--- config.mk ---
export PLATFORM = sky130hd
export DESIGN_NAME = seq_divider_16bit
export DESIGN_NICKNAME = d
export VERILOG_FILES = /design/src/rtl/seq_divider_16bit_pkg.sv /design/src/rtl/sub_16bit.sv /design/src/rtl/seq_divider_16bit.sv
export SDC_FILE = /design/constraint.sdc
export NUM_CORES = 1
export LEC_CHECK = 0
export CORE_ASPECT_RATIO = 1.4
export CORE_MARGIN = 4
export CORE_UTILIZATION = 30
export CTS_CLUSTER_SIZE = 30
export DETAILED_ROUTE_END_ITERATION = 10
export HOLD_SLACK_MARGIN = 0.06
export RECOVER_POWER = 50
export SLEW_MARGIN = 10
export SYNTH_ARGS = -nofsm -noshare
export SYNTH_HDL_FRONTEND = slang
export SYNTH_SLANG_ARGS = --single-unit
--- constraint.sdc ---
create_clock -name clk -period 3.8 [get_ports clk]
set_input_delay 0.38 -clock clk [delete_from_list [all_inputs] [get_ports clk]]
set_output_delay 0.38 -clock clk [all_outputs]
set_load 0.02 [all_outputs]
--- src/rtl/seq_divider_16bit_pkg.sv ---
// Shared constants for the sequential 16-bit divider.
package seq_divider_16bit_pkg;

  localparam int unsigned WIDTH = 16;
  localparam int unsigned CntW  = 4;

  typedef enum logic {
    StIdle = 1'b0,
    StRun  = 1'b1
  } state_e;

endpackage

--- src/rtl/sub_16bit.sv ---
// Trial subtractor: diff = a - b, borrow set when b > a.
module sub_16bit #(
  parameter int unsigned WIDTH = 16
) (
  input  logic [WIDTH-1:0] a,
  input  logic [WIDTH-1:0] b,
  output logic [WIDTH-1:0] diff,
  output logic             borrow
);

  // Extend by one bit so the MSB of the result is the borrow out.
  assign {borrow, diff} = {1'b0, a} - {1'b0, b};

endmodule

--- src/rtl/seq_divider_16bit.sv ---
// Unsigned restoring divider, one quotient bit per clock, MSB first.
module seq_divider_16bit
  import seq_divider_16bit_pkg::*;
#(
  parameter int unsigned WIDTH = seq_divider_16bit_pkg::WIDTH
) (
  input  logic             clk,
  input  logic             rst,
  input  logic             start,
  input  logic [WIDTH-1:0] dividend,
  input  logic [WIDTH-1:0] divisor,
  output logic [WIDTH-1:0] quotient,
  output logic [WIDTH-1:0] remainder,
  output logic             busy,
  output logic             done,
  output logic             div_by_zero
);

  state_e            state_q, state_d;
  logic [CntW-1:0]   cnt_q, cnt_d;
  logic [WIDTH-1:0]  prem_q, prem_d;   // partial remainder
  logic [WIDTH-1:0]  dvd_q, dvd_d;     // dividend bits shift out, quotient bits shift in
  logic [WIDTH-1:0]  dsr_q, dsr_d;     // latched divisor
  logic [WIDTH-1:0]  quo_q, quo_d;
  logic [WIDTH-1:0]  rem_q, rem_d;
  logic              done_q, done_d;
  logic              dbz_q, dbz_d;

  logic [WIDTH-1:0]  trial;
  logic [WIDTH-1:0]  diff;
  logic              borrow;
  logic              qbit;

  assign trial = {prem_q[WIDTH-2:0], dvd_q[WIDTH-1]};

  sub_16bit #(
    .WIDTH (WIDTH)
  ) u_sub (
    .a      (trial),
    .b      (dsr_q),
    .diff   (diff),
    .borrow (borrow)
  );

  // A set partial-remainder MSB means the true trial has a 17th bit and always
  // exceeds the divisor; the wrapped 16-bit difference is then still exact.
  assign qbit = prem_q[WIDTH-1] | ~borrow;

  // Next-state: operand load / divide-by-zero in idle, one shift-subtract step in run.
  always_comb begin
    state_d = state_q;
    cnt_d   = cnt_q;
    prem_d  = prem_q;
    dvd_d   = dvd_q;
    dsr_d   = dsr_q;
    quo_d   = quo_q;
    rem_d   = rem_q;
    done_d  = 1'b0;
    dbz_d   = dbz_q;
    unique case (state_q)
      StIdle: begin
        if (start) begin
          if (divisor == '0) begin
            quo_d  = '1;
            rem_d  = dividend;
            dbz_d  = 1'b1;
            done_d = 1'b1;
          end else begin
            dvd_d   = dividend;
            dsr_d   = divisor;
            prem_d  = '0;
            cnt_d   = CntW'(WIDTH - 1);
            dbz_d   = 1'b0;
            state_d = StRun;
          end
        end
      end
      StRun: begin
        prem_d = qbit ? diff : trial;
        dvd_d  = {dvd_q[WIDTH-2:0], qbit};
        if (cnt_q == '0) begin
          quo_d   = dvd_d;
          rem_d   = prem_d;
          done_d  = 1'b1;
          state_d = StIdle;
        end else begin
          cnt_d = cnt_q - CntW'(1);
        end
      end
      default: state_d = StIdle;
    endcase
  end

  // State and result registers with asynchronous reset.
  always_ff @(posedge clk or posedge rst) begin
    if (rst) begin
      state_q <= StIdle;
      cnt_q   <= '0;
      prem_q  <= '0;
      dvd_q   <= '0;
      dsr_q   <= '0;
      quo_q   <= '0;
      rem_q   <= '0;
      done_q  <= 1'b0;
      dbz_q   <= 1'b0;
    end else begin
      state_q <= state_d;
      cnt_q   <= cnt_d;
      prem_q  <= prem_d;
      dvd_q   <= dvd_d;
      dsr_q   <= dsr_d;
      quo_q   <= quo_d;
      rem_q   <= rem_d;
      done_q  <= done_d;
      dbz_q   <= dbz_d;
    end
  end

  assign quotient    = quo_q;
  assign remainder   = rem_q;
  assign busy        = (state_q == StRun);
  assign done        = done_q;
  assign div_by_zero = dbz_q;

endmodule

==> impl_results.md <==
* CORE AREA at 0.0145 sq mm
* Vias in the first global route at between 3,000 and 4,000
* Clk buf depth at 2
* Crit path launch type: flip-flop
* Final core utilization at 38.9%
* DR pass1 iterations at 4
* CP Class: reg -> reg
* Post-CTS Setup Bufs at 0
* Initial DRC count at about 230
* Routed Antenna Nets at 0
* Period utilization at 80.0%
* Tot Pwr at about 6 mW
* Unrepaired setup endpoints after global routing: no
* Cts bufs inserted at 9
* Critical path fanouts, max at 18
* Slew HR at -48.1%
* DRC errors left at 0
* Cell type with the largest total area after synthesis: dfrtp_1
* Y dimension of the die at 152 um
* Slew Limit Fails at 53
* IO Pins at 70
* I/O Buffers at 69
* Met3 Wirelength at roughly 550 um
* Leakage at 2.45 nW
* Yosys top cell area share at roughly 50%
* Fillers at 1,439
* Pwr Density at roughly 1100 mW/mm^2
* Ys flop type: dfrtp_1
* Top post-synthesis cells by count: dfrtp_1, nand2_1, nor2_1
* CTS H-tree depth at 3
* Most common cell in the netlist: dfrtp_1
* Clk slew on worst S/H paths at approximately 0.06 ns
* Violated checks: capacitance limit, slew limit
* Fin Hold WS at between 0.4 and 0.5 ns
* Synthesized area per cell at between 9 and 10 sq um
* WL final at around 11,000 um
* M1 wire length at between 5000 and 6000 um
* Initial Util at between 30% and 40%
* Placement row count at 52
* Critical path required time at about 4.0 ns
* Overall routing resource usage at a little over an eighth
* Grt ovf at 0
* Share of cells above drive strength 1 at under 10%
* Synthesis Warnings at 0
* Seq/Total Area, Yosys at about half
* EDFF count, synth at 0
* Crit path time final at between 3 and 4 ns
* Clock skew at approximately 0.0055 ns
* First-pass GRT wire length at 18,500 um
* Die Wd at about 110 um
* Slew @ Worst Pin at 2.21 ns
* Total Neg Setup Slack at 0 ns
* Vias per cell at a little under 5
* Die ar. at about 0.017 sq mm
* Max_cap viols at 1
* Mapped Cells at 489
* CTS tree: done
* Final RePlAce weighted congestion at just under 0.8
* Wire length on met2 at about 5300 um
* Synth area leaders: dfrtp_1, nand2_1, nor2_1
* Endpoint class of the critical path: flip-flop
* Via count at between 3,000 and 4,000
* Clk root buf: clkbuf_16
* CTS Hold Bufs at 0
* Yosys reg bits at 87
* Wire per inst at about 15 um
* Largest net degree at the start of global routing at 53
* Detailed Place HPWL at about 8500 um
* # setup viols final at 0
* Max Used Layer: met4
* Final Hold Fails at 0
* WP data arrival at 3.26 ns
* Clk sink count at between 80 and 90
* Antenna violations before repair at 0
* Highest clock rate at approximately 330 MHz
* Mapped Area at 0.00445 sq mm
* Syn nets at around 540
* Area Growth Syn to Fin at 27.0%
* Status: complete, but fails checks
* Ys async rst share at 100%
* Ant diodes at 0
* Final net count at ~600
* Post-CTS Resized at 0
* VDD IR-drop max at around 0.35 mV
* Yosys cell types at 56
* Min-delay worst type: reg -> reg
* Worst-Skew Late Latency at between 0.3 and 0.4 ns
-- layout make-up --
class / count / area (sq um) / area share (%)
well taps: 189 / 236 / 4.19
inverters: 22 / 83.8 / 1.49
clock inverters: 6 / 133 / 2.35
clock buffers: 10 / 229 / 4.06
multi-input cells: 356 / 2060 / 36.4
repair buffers: 75 / 728 / 12.9
flip-flops and latches: 87 / 2180 / 38.6
-- critical path: stages, from the launching register on --
cell	delay, ns
dfrtp_1	0.41
inv_1	0.06
ha_1	0.24
fa_1	0.40
nand2b_1	0.19
a211oi_2	0.31
nor2_2	0.11
o21bai_2	0.63
a21oi_1	0.20
a221o_1	0.35
-- worst paths after layout --
| path | startpoint | endpoint | slack, ns | cells after the start |
|---|---|---|---|---|
| setup / recovery | dvd_q[15] | remainder[5] | 0.76 | 9 |
| max in group asynchronous | rst | cnt_q[2] | 0.97 | 3 |
| setup reg to reg | dvd_q[15] | remainder[5] | 0.76 | 9 |
| min in group asynchronous | rst | quotient[2] | 1.09 | 2 |
| hold reg to reg | remainder[0] | remainder[0] | 0.49 | 2 |
| hold / removal | remainder[0] | remainder[0] | 0.49 | 2 |
-- registers in the layout, indices dropped and copies added (netlist names) --
register / cells
dsr_q: 16
dvd_q: 16
prem_q: 16
quotient: 16
remainder: 16
cnt_q: 4
busy: 1
div_by_zero: 1
done: 1
-- stage by stage --
stage               cells  area, sq um  setup WS, ns
floorplan             489         4450          1.17
global placement      729         5290         0.771
detailed placement    729         5290         0.729
CTS                   745         5650         0.742
global route          745         5640         0.486
finish                745         5640         0.762
-- metal layers --
layer	track usage [%]	vias to the layer above
met2	22.1	109
met5	0	-
li1	-	1840
met3	1.91	18
met1	17.5	1724
met4	6.40	0
-- placed cells by master (no fill, tap or decap), types with 6 or more instances in the layout --
| cell type | count |
|---|---|
| and3_1 | 8 |
| dlygate4sd3_1 | 18 |
| xnor2_1 | 8 |
| nor2_1 | 57 |
| dfrtp_1 | 87 |
| a22o_1 | 10 |
| ha_1 | 17 |
| nand2b_1 | 6 |
| clkdlybuf4s50_1 | 51 |
| a21oi_1 | 42 |
| a31oi_1 | 20 |
| o21ai_0 | 32 |
| nand2_1 | 78 |
| inv_1 | 20 |
| clkbuf_16 | 9 |
-- report_power, final --
group | internal, mW | total, mW | switching, mW
Sequential | 1.41 | 1.69 | 0.278
Clock | 0.708 | 1.07 | 0.359
Combinational | 1.46 | 3.40 | 1.94
Total | 3.58 | 6.15 | 2.57
-- cell families (layout without fill, tap and decap cells) --
group	after synthesis	count (layout)	share of synthesized area [%]
AO/OA/AOI/OAI	141	141	19.7
buffers and inverters	46	113	4.81
multiplexers	6	6	1.38
XOR/XNOR	10	10	1.97
adder cells (fa/ha/maj)	18	18	5.23
AND/OR/NAND/NOR	181	181	17.9
flip-flops	87	87	49.0
Power figures use the tool's default switching activity.
